**src/rtl/fft_ctrl_pkg.sv**
```systemverilog
// Shared definitions for FFT stage control: phase indices and width helpers.
// Widths depend on per-instance parameters, so they are derived through functions.
package fft_ctrl_pkg;

   localparam int PH_FILL0 = 0;
   localparam int PH_BFLY0 = 1;
   localparam int PH_FILL1 = 2;
   localparam int PH_BFLY1 = 3;

   function automatic int cnt_width(input int num);
      return (num < 2) ? 1 : $clog2(num);
   endfunction

   function automatic int ph_width(input int phases);
      return (phases <= 2) ? 1 : $clog2(phases);
   endfunction

   function automatic bit is_pow2(input int v);
      return (v > 0) && ((v & (v - 1)) == 0);
   endfunction

endpackage

```
**src/rtl/enable_delay_line.sv**
```systemverilog
// Fixed-depth shift register for 1-bit stage enables; clr empties it synchronously.
// Latency DEPTH cycles, shifts every cycle (no stall input).
module enable_delay_line #(
   parameter int DEPTH = 1
) (
   input  logic clk,
   input  logic rst,
   input  logic clr,
   input  logic d,
   output logic q
);

   logic [DEPTH-1:0] sr;

   generate
      if (DEPTH == 1) begin : g_one
         always_ff @(posedge clk or posedge rst) begin
            if (rst)      sr <= '0;
            else if (clr) sr <= '0;
            else          sr <= d;
         end
      end else begin : g_multi
         always_ff @(posedge clk or posedge rst) begin
            if (rst)      sr <= '0;
            else if (clr) sr <= '0;
            else          sr <= {sr[DEPTH-2:0], d};
         end
      end
   endgenerate

   assign q = sr[DEPTH-1];

endmodule

```
**src/rtl/fft_stage_sequencer.sv**
```systemverilog
// Butterfly-stage sequencer: counts NUM samples per phase over PHASES phases,
// gating the leading phases on valid; odd phases enable the add/sub butterfly.
module fft_stage_sequencer
   import fft_ctrl_pkg::*;
#(
   parameter  int NUM          = 16,
   parameter  int PHASES       = 2,
   parameter  int GATED_PHASES = 1,
   parameter  int VALID_DLY    = 0,
   parameter  int MUL_LAT      = 1,
   localparam int CNT_W        = cnt_width(NUM),
   localparam int PH_W         = ph_width(PHASES)
) (
   input  logic             clk,
   input  logic             rst,
   input  logic             valid,
   input  logic             sync_clr,
   output logic             bfly_add_sub_en,
   output logic             bfly_mul_en,
   output logic [PH_W-1:0]  shift_type,
   output logic [CNT_W-1:0] cnt_o,
   output logic             frame_done
);

   generate
      if (NUM < 2 || !is_pow2(NUM))
         $error("NUM must be a power of two >= 2");
      if (PHASES != 2 && PHASES != 4)
         $error("PHASES must be 2 or 4");
      if (GATED_PHASES < 1 || GATED_PHASES > PHASES)
         $error("GATED_PHASES must be in 1..PHASES");
      if (VALID_DLY != 0 && VALID_DLY != 1)
         $error("VALID_DLY must be 0 or 1");
      if (MUL_LAT < 1 || MUL_LAT > 4)
         $error("MUL_LAT must be in 1..4");
   endgenerate

   logic [CNT_W-1:0] cnt;
   logic [PH_W-1:0]  phase;
   logic [PH_W-1:0]  next_ph;
   logic             valid_q;
   logic             v_eff;
   logic             cnt_en;
   logic             last_cnt;
   logic             last_ph;

   generate
      if (VALID_DLY == 1) begin : g_vdly
         always_ff @(posedge clk or posedge rst) begin
            if (rst)           valid_q <= 1'b0;
            else if (sync_clr) valid_q <= 1'b0;
            else               valid_q <= valid;
         end
         assign v_eff = valid_q;
      end else begin : g_vdir
         assign valid_q = 1'b0;
         assign v_eff   = valid;
      end
   endgenerate

   // Trailing phases free-run: valid there is deliberately ignored.
   assign cnt_en   = (32'(phase) < GATED_PHASES) ? v_eff : 1'b1;
   assign last_cnt = (cnt == CNT_W'(NUM - 1));
   assign last_ph  = (phase == PH_W'(PHASES - 1));
   assign next_ph  = last_ph ? '0 : phase + PH_W'(1);

   always_ff @(posedge clk or posedge rst) begin
      if (rst) begin
         cnt             <= '0;
         phase           <= '0;
         bfly_add_sub_en <= 1'b0;
         frame_done      <= 1'b0;
      end else if (sync_clr) begin
         cnt             <= '0;
         phase           <= '0;
         bfly_add_sub_en <= 1'b0;
         frame_done      <= 1'b0;
      end else begin
         frame_done <= 1'b0;
         if (cnt_en) begin
            if (last_cnt) begin
               cnt             <= '0;
               phase           <= next_ph;
               bfly_add_sub_en <= next_ph[0];
               frame_done      <= last_ph;
            end else begin
               cnt <= cnt + CNT_W'(1);
            end
         end
      end
   end

   // Free-running so the multiplier window completes even after the frame wraps.
   enable_delay_line #(.DEPTH(MUL_LAT)) u_mul_dly (
      .clk (clk),
      .rst (rst),
      .clr (sync_clr),
      .d   (bfly_add_sub_en),
      .q   (bfly_mul_en)
   );

   assign shift_type = phase;
   assign cnt_o      = cnt;

endmodule

```
**config.mk**
```make
export PLATFORM = sky130hd
export DESIGN_NAME = fft_stage_sequencer
export DESIGN_NICKNAME = d
export VERILOG_FILES = /design/src/rtl/fft_ctrl_pkg.sv /design/src/rtl/enable_delay_line.sv /design/src/rtl/fft_stage_sequencer.sv
export SDC_FILE = /design/constraint.sdc
export NUM_CORES = 1
export LEC_CHECK = 0
export CAP_MARGIN = 20
export CORE_AREA = 2 2 39 41
export CTS_CLUSTER_SIZE = 28
export DETAILED_ROUTE_END_ITERATION = 16
export DIE_AREA = 0 0 41 43
export PLACE_DENSITY = 0.54
export SLEW_MARGIN = 10
export SYNTH_ARGS = -nofsm -noshare
export SYNTH_HDL_FRONTEND = slang
export SYNTH_HIERARCHICAL = 1
export SYNTH_SLANG_ARGS = --single-unit
```
**constraint.sdc**
```tcl
create_clock -name clk -period 2.01 [get_ports clk]
set_clock_uncertainty 0.1 [all_clocks]
set_input_delay 0.402 -clock clk [delete_from_list [all_inputs] [get_ports clk]]
set_output_delay 0.402 -clock clk [all_outputs]
set_load 0.02 [all_outputs]
```
Yosys cells after proc, flatten, opt, wreduce, memory -nomap -nowiden
Index checks and enable logic that the tools add are counted.
{"block": "classes", "n_addsub": 2, "order_cmp": 1, "n_reduce_logical": 3, "n_mux": 12, "eq_ne": 1}
{"op": "two-way mux 4 bit", "n": 3}
{"op": "two-way mux 1 bit", "n": 9}
{"op": "adder 4 x 1 -> 4 bit (second input constant)", "n": 1}
{"op": "equality test 4 bit (second input constant)", "n": 1}
{"op": "nonzero test 2 bit", "n": 2}
{"op": "AND reduction 2 bit", "n": 1}
{"op": "adder 1 bit (second input constant)", "n": 1}
{"op": "< comparator 1 bit (second input constant)", "n": 1}
{"block": "totals", "output_inout_bits": 8, "word_cells": 23, "regBits": 7}

Logic depth before layout (Yosys ltp)
Gate-level depths: netlist of run 1.
{"block": "depth", "depth_word": 5, "ltp_mapped": 4, "depth_no_buf": 4}

Cells and area by module
Netlist of run 1, hierarchy kept.
{"mod": "fft_stage_sequencer", "area_each_um2": 291.5, "seq_area_each_um2": 150.1, "cells_per_inst": 30, "n_inst": 1}
{"mod": "enable_delay_line", "area_each_um2": 42.5, "seq_area_each_um2": 25.0, "cells_per_inst": 3, "n_inst": 1}

Worst setup path before layout of run 1
No wires, ideal clock.
{"block": "synth_path", "kind": "flip-flop to flip-flop", "startpoint": "register cnt[0], in the netlist cnt_o[0]", "endpoint": "register phase, in the netlist shift_type", "arrival_ps": 1282, "path_stages_with_launch": 5, "setup_ps": 77, "setup_slack_ps": 551, "n_path_buf": 0, "cell_sequence": "dfrtp_1 ha_1 nand3_2 or3b_1 a21oi_1"}
{"block": "synth_via", "elab_chain_cells": 3}
{"element": "start, declared", "line": "fft_stage_sequencer.sv:38", "text": "logic [CNT_W-1:0] cnt;"}
{"element": "start signal, assigned", "line": "fft_stage_sequencer.sv:87", "text": "cnt <= cnt + CNT_W'(1);"}
{"element": "equality test 4 bit", "line": "fft_stage_sequencer.sv:63", "text": "assign last_cnt = (cnt == CNT_W'(NUM - 1));"}
{"element": "nonzero test 2 bit (no line)"}
{"element": "AND reduction 2 bit (no line)"}
{"element": "end signal, assigned", "line": "fft_stage_sequencer.sv:83", "text": "phase <= next_ph;"}
{"element": "end, declared", "line": "fft_stage_sequencer.sv:39", "text": "logic [PH_W-1:0] phase;"}
Every way passes these cells.
A chain may end at the register's enable or synchronous reset.

==> metrics.yaml, run 1 <==
timing:
  slew_headroom_pct: 77.8
  rsz0062_at_grt: "false"
  hold_viol_final: 0
  period_needed_ps: 1900
  max_freq_mhz: 526
  fin_crit_sh_pct: 94.5
  finalSetupViolCount: 0
  finalMaxSlewViolations: 0
  tightest_slew_ps: 332
  tns_ps: 0
routing:
  viasPerCell: 4.30
  first_iter_violations: 2
  drt_wl_total_um: 633
  drtAntennaViolNets: 0
  wl_per_cell_um: 10.0
  drc: 0
  via_count: 271
  drt_pass1_iterations: 4
critical_path:
  crit_buf_inv: 1
  path_class: "reg2out"
  cp_slowest_cell: "clkdlybuf4s50_1"
  crit_fanout: 10
  r2r_slack_ps: 570
  required_ps: 1510
  r2r_start: "cnt_o[0]"
  endpoint_kind: "output port"
  cp-startpoint: "shift_type"
  arrival_ps: 1400
  cp_cell_sequence: "clkdlybuf4s50_1"
  critical_path.max_stage_delay_ps: 660
  start_kind: "register"
  cp_top_family: "buffers and inverters"
finish:
  seq_area_um2: 175
  fin_cells: 63
  design_area_um2: 483
  final.fill_count: 160
  final_util_pct: 34.9
  diodes: 0
  multi_input_area_um2: 144
  nNetsFinal: 53
  area_growth_pct: 44.6
  drive_gt1_share_pct: 10.6
yosys:
  ys_ff_latch: 7
  synth_warnings: 6
  syn_area_um2: 334
  synthCells: 33
  synth_nets: 38
  synth_top_area_cell: "dfrtp_1"
  synth_edf_count: 0
  ys_types: 15
  ys_seq_area_share_pct: 52.4
  yosys_most_used_dff: "dfrtp_1"
  synthArstFlopShare_pct: 100
  yosysMostFrequentCell: "dfrtp_1"
  post-synth-top-area-fraction_pct: 52.4
  synth_area_leaders: "dfrtp_1 52%, a21oi_1 7.5%, or3b_1 5.2%"
  syn_area_per_cell_um2: 10.1
  synth_commonest_cells: "7 x dfrtp_1, 5 x a21oi_1, 4 x nand2_1"
power_and_ir_drop:
  finalPower_uw: 305
  power_density_nw_per_um2: 632
  vdd_ir_drop_max_mv: 0.287
  power_leakage_uw: 0.000199
global_route:
  met2_usage_pct: 10.9
  grt.total_usage_pct: 9.28
  grt_use_met3_pct: 3.14
  grt_pass1_vias: 261
  grt_pass1_wl_um: 1040
  overflow: 0
  grt_max_degree: 11
  antenna_found_initial: 0
  grt.met1_usage_pct: 11.8
  grt.busiest_layer: "met1"
floorplanning:
  row_count: 14
  die_x_um: 41
  die_y_um: 43
  coreArea_um2: 1380
  dieArea_um2: 1760
  start_util_pct: 24.1
  ios: 12
clock_network:
  h-tree-depth: 1
  cts_made_buffers: 3
  root_buffer: "clkbuf_4"
  cts_setup_buffers: 0
  cts_resized: 0
  clk_latency_ps: 250
  clock-sinks: 7
  cts_tree: "done"
  clk_pin_slew_ps: 50
  clk_path_buf_depth: 2
  cts_hold_buf: 0
run:
  cap_violations: 0
placement:
  portBuffers: 11
  place_congestion: 0.657
  dp_cells: 59
  place.detailed.hpwl_um: 477
  place_area_um2: 457
hold_path:
  min_path_type: "in2async"
run_status:
  outcome: "finished, final reports clean"
layout make-up:
type	instances	area share (%)
clock buffer	4	5.44
inverter	2	1.55
multi-input combinational	23	29.8
sequential	7	36.3
tap	16	4.15
timing repair buffer	11	22.8
per-stage QoR:
| stage | hold WS (ps) | setup WS, ps |
|---|---|---|
| after floorplan | 30.7 | 551 |
| after global placement | 476 | 287 |
| after detailed placement | 475 | 283 |
| after CTS | 206 | 95.0 |
| after global routing | 246 | 64.8 |
| final | 212 | 110 |
where the power goes:
part           total (µW)  internal [µW]  switching [µW]
logic                30.4           14.7            15.7
clock network         127           75.7            50.9
registers             148            144            4.23
state kept, by name (all words and copies together) (netlist names):
name / count
cnt_o: 4
frame_done: 1
shift_type: 1
u_mul_dly/q: 1
cell families after synthesis:
family | count (synthesis) | synth area share [%]
fa+ha+maj | 1 | 3.74
compound gates | 9 | 13.5
buf+inv | 3 | 4.50
xor+xnor | 1 | 2.62
flops | 7 | 52.4
simple gates | 12 | 23.2
per-layer routing:
layer  vias up  routed length [µm]
met5         -                   0
li1        140                   -
met2         8                 282
met1       123                 319
met4         0                   0
met3         0                  32
layout by cell type, fill, tap and decap left out, drive strengths merged:
master,Yosys,layout
a21oi,5,5
clkbuf,0,4
clkdlybuf4s50,0,11
dfrtp,7,7
ha,1,1
inv,2,2
nand2,4,4
nand3,1,1
nor2,2,2
nor2b,1,1
nor3b,1,1
o21ai,4,4
or3,1,1
or3b,2,2
xor2,1,1
worst paths after layout:
check / end / cells past startpoint
worst max register to register: cnt_o[0] / 4
max in group asynchronous: cnt_o[3] / 2
worst min-delay path: u_mul_dly/q / 2
worst min register to register: cnt_o[1] / 2
min in group clk: cnt_o[1] / 2
worst max-delay path: bfly_add_sub_en / 1
Note: power is estimated with default switching activity, not from simulation.
==> run 2: changes to the inputs <==
--- a/config.mk
+++ b/config.mk
@@ -6,11 +6,13 @@
 export NUM_CORES = 1
 export LEC_CHECK = 0
 export CAP_MARGIN = 20
-export CORE_AREA = 2 2 39 41
+export CELL_PAD_IN_SITES_DETAIL_PLACEMENT = 1
+export CELL_PAD_IN_SITES_GLOBAL_PLACEMENT = 2
+export CORE_MARGIN = 1.5
+export CORE_UTILIZATION = 25
 export CTS_CLUSTER_SIZE = 28
 export DETAILED_ROUTE_END_ITERATION = 16
-export DIE_AREA = 0 0 41 43
-export PLACE_DENSITY = 0.54
+export PLACE_DENSITY = 0.8
 export SLEW_MARGIN = 10
 export SYNTH_ARGS = -nofsm -noshare
 export SYNTH_HDL_FRONTEND = slang
==> metrics.yaml, run 2 (synthesis results as in run 1) <==
clock_network:
  cts_resized: 0  # unchanged
  clk_latency_ps: 250  # about the same
  clk_pin_slew_ps: 50  # about the same
  cts_setup_buffers: 0  # unchanged
  cts_made_buffers: 3  # unchanged
  clk_path_buf_depth: 2  # unchanged
  h-tree-depth: 1  # unchanged
  clock-sinks: 7  # unchanged
  cts_tree: "done"  # unchanged
  root_buffer: "clkbuf_4"  # unchanged
  cts_hold_buf: 0  # unchanged
run_status:
  outcome: "finished, final reports clean"  # unchanged
floorplanning:
  ios: 12  # unchanged
  dieArea_um2: 1560  # was 1760 µm²
  die_x_um: 39.6  # was 41 µm
  coreArea_um2: 1170  # was 1380 µm²
  start_util_pct: 28.5  # was 24.1%
  die_y_um: 39.6  # was 43 µm
  row_count: 12  # was 14
finish:
  final_common_cell: "clkdlybuf4s50_1"  # unchanged
  seq_area_um2: 175  # unchanged
  final.fill_count: 140  # was 160
  drive_gt1_share_pct: 10.6  # unchanged
  final_cell_mix: "11 x clkdlybuf4s50_1, 7 x dfrtp_1, 5 x a21oi_1"  # unchanged
  design_area_um2: 480  # was 483 µm²
  largest_reg_flops: 4  # unchanged
  area_growth_pct: 43.8  # was 44.6%
  diodes: 0  # unchanged
  nNetsFinal: 53  # unchanged
  multi_input_area_um2: 144  # unchanged
placement:
  place_area_um2: 454  # was 457 µm²
  place_congestion: 0.744  # was 0.657
  place.detailed.hpwl_um: 602  # was 477 µm
  portBuffers: 11  # unchanged
critical_path:
  reg2reg_depth: 4  # unchanged
  required_ps: 1510  # about the same
  critical_path.max_stage_delay_ps: 670  # was 660 ps
  cp_top_family: "buffers and inverters"  # unchanged
  arrival_ps: 1430  # was 1400 ps
  crit_buf_inv: 1  # unchanged
  r2r_start: "cnt_o[0]"  # unchanged
  cp_slowest_cell: "clkdlybuf4s50_1"  # unchanged
  crit_fanout: 10  # unchanged
  path_class: "reg2out"  # unchanged
  endpoint_kind: "output port"  # unchanged
  r2r_slack_ps: 540  # was 570 ps
  cp_cell_sequence: "clkdlybuf4s50_1"  # unchanged
  rr_endpoint: "shift_type"  # was cnt_o[0]
  start_kind: "register"  # unchanged
timing:
  period_needed_ps: 1930  # was 1900 ps
  rsz0062_at_grt: "false"  # unchanged
  tns_ps: 0  # unchanged
  tightest_slew_ps: 326  # was 332 ps
  hold_viol_final: 0  # unchanged
  finalMaxSlewViolations: 0  # unchanged
  max_freq_mhz: 518  # was 526 MHz
  slew_headroom_pct: 78.2  # was 77.8%
  finalSetupViolCount: 0  # unchanged
  fin_crit_sh_pct: 96.1  # was 94.5%
routing:
  drtAntennaViolNets: 0  # unchanged
  via_count: 296  # was 271
  drt_wl_total_um: 793  # was 633 µm
  drt_pass1_iterations: 1  # was 4
  first_iter_violations: 0  # was 2
  viasPerCell: 4.85  # was 4.30
  wl_per_cell_um: 13.0  # was 10.0 µm
  drc: 0  # unchanged
global_route:
  grt_pass1_vias: 310  # was 261
  antenna_found_initial: 0  # unchanged
  grt_pass1_wl_um: 1300  # was 1040 µm
  grt_max_degree: 11  # unchanged
  overflow: 0  # unchanged
  grt.total_usage_pct: 13.7  # was 9.28%
power_and_ir_drop:
  power_leakage_uw: 0.000199  # unchanged
  power_density_nw_per_um2: 647  # was 632 nW/µm²
  vdd_ir_drop_max_mv: 0.278  # was 0.287 mV
hold_path:
  min_path_type: "in2async"  # unchanged
run:
  cap_violations: 0  # unchanged
## run 2: cell counts in the layout (fill, tap and decap cells not counted)
Identical to the previous run, type by type.
## run 2: layout make-up
class | instances | area share [%]
clock buffer | 4 | 5.47
inverter | 2 | 1.56
multi-input combinational | 23 | 29.9
sequential | 7 | 36.5
tap | 14 | 3.65
timing repair buffer | 11 | 22.9
## run 2: layer usage
layer	vias up	GRT usage, %	routed length [µm]
li1	140	-	-
met1	146	13.5	320
met2	8	23.0	416
met3	2	5.11	36
met4	0	10.3	19
met5	-	0	0
## run 2: worst max-delay path by stage
stage / from / endpoint / slack, ps / depth (start not counted)
floorplan: cnt_o[0] / shift_type / 550 / 4
global route: shift_type / bfly_add_sub_en / 1 / 1
finish: shift_type / bfly_add_sub_en / 80 / 1
CTS: shift_type / bfly_add_sub_en / 40 / 1
global placement: valid / cnt_o[3] / 320 / 4
detailed placement: valid / cnt_o[3] / 280 / 4
## run 2: stage by stage
stage	total power, µW	util, %	setup slack [ps]	cells	hold slack, ps
finish	311	41.0	78.1	61	214
CTS	317	41.0	43.4	61	212
global route	326	41.0	1.16	61	223
floorplan	164	-	551	33	30.7
detailed placement	183	38.8	281	57	487
global placement	181	38.8	319	57	469
## run 2: where the power goes
| part | leakage, µW | internal (µW) | total (µW) | switching, µW |
|---|---|---|---|---|
| registers | 0.0000965 | 144 | 149 | 4.48 |
| logic | 0.0000877 | 14.6 | 30.9 | 16.3 |
| clock network | 0.0000150 | 76.0 | 131 | 55.3 |
| total | 0.000199 | 235 | 311 | 76.0 |
==> run 3: changes to the inputs <==
--- a/config.mk
+++ b/config.mk
@@ -8,7 +8,7 @@
 export CAP_MARGIN = 20
 export CELL_PAD_IN_SITES_DETAIL_PLACEMENT = 1
 export CELL_PAD_IN_SITES_GLOBAL_PLACEMENT = 2
-export CORE_MARGIN = 1.5
+export CORE_MARGIN = 2
 export CORE_UTILIZATION = 25
 export CTS_CLUSTER_SIZE = 28
 export DETAILED_ROUTE_END_ITERATION = 16
==> metrics.yaml, run 3 (synthesis results as in run 1) <==
routing:
  viasPerCell: 4.63  # was 4.85
  drt_wl_total_um: 760  # was 793 µm
  drc: 0  # unchanged
  via_count: 287  # was 296
  first_iter_violations: 1  # was 0
  wl_per_cell_um: 12.3  # was 13.0 µm
  drt_pass1_iterations: 2  # was 1
  drtAntennaViolNets: 0  # unchanged
clock_network:
  cts_hold_buf: 0  # unchanged
  clk_pin_slew_ps: 50  # about the same
  clk_path_buf_depth: 2  # unchanged
  h-tree-depth: 1  # unchanged
  cts_setup_buffers: 0  # unchanged
  cts_tree: "done"  # unchanged
  clk_latency_ps: 250  # about the same
  cts_resized: 0  # unchanged
  root_buffer: "clkbuf_4"  # unchanged
  clock-sinks: 7  # unchanged
  cts_made_buffers: 3  # unchanged
critical_path:
  endpoint_kind: "output port"  # unchanged
  arrival_ps: 1410  # was 1430 ps
  reg2reg_depth: 4  # unchanged
  crit_fanout: 10  # unchanged
  r2r_start: "cnt_o[0]"  # unchanged
  cp_slowest_cell: "clkdlybuf4s50_1"  # unchanged
  required_ps: 1510  # about the same
  r2r_slack_ps: 550  # was 540 ps
  rr_endpoint: "cnt_o[0]"  # was shift_type
  critical_path.max_stage_delay_ps: 660  # was 670 ps
  start_kind: "register"  # unchanged
  crit_buf_inv: 1  # unchanged
  cp_top_family: "buffers and inverters"  # unchanged
  path_class: "reg2out"  # unchanged
  cp_cell_sequence: "clkdlybuf4s50_1"  # unchanged
run:
  cap_violations: 0  # unchanged
finish:
  final_cell_mix: "11 x clkdlybuf4s50_1, 7 x dfrtp_1, 5 x a21oi_1"  # unchanged
  final_common_cell: "clkdlybuf4s50_1"  # unchanged
  area_growth_pct: 44.2  # was 43.8%
  diodes: 0  # unchanged
  final.fill_count: 148  # was 140
  drive_gt1_share_pct: 10.6  # unchanged
  fin_cells: 62  # was 61
  largest_reg_flops: 4  # unchanged
  nNetsFinal: 53  # unchanged
run_status:
  outcome: "finished, final reports clean"  # unchanged
floorplanning:
  coreArea_um2: 1270  # was 1170 µm²
  start_util_pct: 26.3  # was 28.5%
  dieArea_um2: 1640  # was 1560 µm²
  row_count: 13  # was 12
  die_x_um: 40.6  # was 39.6 µm
  ios: 12  # unchanged
  die_y_um: 40.6  # was 39.6 µm
placement:
  place.detailed.hpwl_um: 632  # was 602 µm
  pre_cts_ws_ps: 252  # was 281 ps
  dp_cells: 58  # was 57
  place_congestion: 0.730  # was 0.744
  portBuffers: 11  # unchanged
timing:
  slew_headroom_pct: 78.4  # was 78.2%
  max_freq_mhz: 524  # was 518 MHz
  finalMaxSlewViolations: 0  # unchanged
  rsz0062_at_grt: "false"  # unchanged
  tightest_slew_ps: 323  # was 326 ps
  hold_ws_ps: 216  # was 214 ps
  fin_crit_sh_pct: 94.9  # was 96.1%
  hold_viol_final: 0  # unchanged
  finalSetupViolCount: 0  # unchanged
  finalWorstSetupSlack_ps: 103  # was 78.1 ps
  period_needed_ps: 1910  # was 1930 ps
  tns_ps: 0  # unchanged
global_route:
  grt_max_degree: 11  # unchanged
  antenna_found_initial: 0  # unchanged
  grt_pass1_vias: 291  # was 310
  grt_pass1_wl_um: 1260  # was 1300 µm
  overflow: 0  # unchanged
  grt.total_usage_pct: 13.0  # was 13.7%
power_and_ir_drop:
  power_leakage_uw: 0.000199  # unchanged
  vdd_ir_drop_max_mv: 0.369  # was 0.278 mV
  finalPower_uw: 307  # was 311 µW
  power_density_nw_per_um2: 637  # was 647 nW/µm²
hold_path:
  min_path_type: "in2async"  # unchanged
[run 3: cell counts in the layout (fill, tap and decap cells not counted)]
Identical to the previous run, type by type.
[run 3: final cells by class]
| cell class | count | area [µm²] | area share (%) |
|---|---|---|---|
| clock buffer | 4 | 26.3 | 5.45 |
| inverter | 2 | 7.51 | 1.56 |
| multi-input combinational | 23 | 144 | 29.9 |
| sequential | 7 | 175 | 36.4 |
| tap | 15 | 18.8 | 3.90 |
| timing repair buffer | 11 | 110 | 22.9 |
[run 3: metrics by stage]
step	util, %	cell area, µm²
6_report	38.0	482
4_1_cts	38.0	482
5_1_grt	38.0	482
2_1_floorplan	-	334
3_5_place_dp	35.9	455
3_3_place_gp	35.9	455
[run 3: worst register-to-register path, delay by kind of cell, from the launching register on]
kind                     cells  cell delay, ps
flip-flops                   1             420
AO/OA/AOI/OAI                1             140
adder cells (fa/ha/maj)      1             260
AND/OR/NAND/NOR              2             470
[run 3: report_power, final]
group / internal (µW) / total, µW / switching [µW] / leakage (µW)
logic: 14.6 / 31.0 / 16.4 / 0.0000877
clock network: 75.7 / 127 / 51.6 / 0.0000150
registers: 144 / 148 / 4.20 / 0.0000965
total: 235 / 307 / 72.1 / 0.000199
[run 3: worst max path at each step]
stage / slack [ps] / depth (start not counted) / startpoint / end
global route: 40 / 1 / shift_type / shift_type
finish: 100 / 1 / shift_type / bfly_add_sub_en
detailed placement: 250 / 4 / valid / cnt_o[3]
floorplan: 550 / 4 / cnt_o[0] / shift_type
global placement: 320 / 4 / valid / cnt_o[3]
CTS: 80 / 1 / shift_type / bfly_add_sub_en
[run 3: metal layers]
| layer | share of wire [%] | vias up | GRT usage (%) | wire [µm] |
|---|---|---|---|---|
| met3 | 5.9 | 2 | 6.67 | 45 |
| met2 | 57 | 8 | 22.2 | 437 |
| li1 | - | 139 | - | - |
| met1 | 36 | 138 | 12.4 | 270 |
| met5 | 0 | - | 0 | 0 |
| met4 | 0.79 | 0 | 7.50 | 6 |
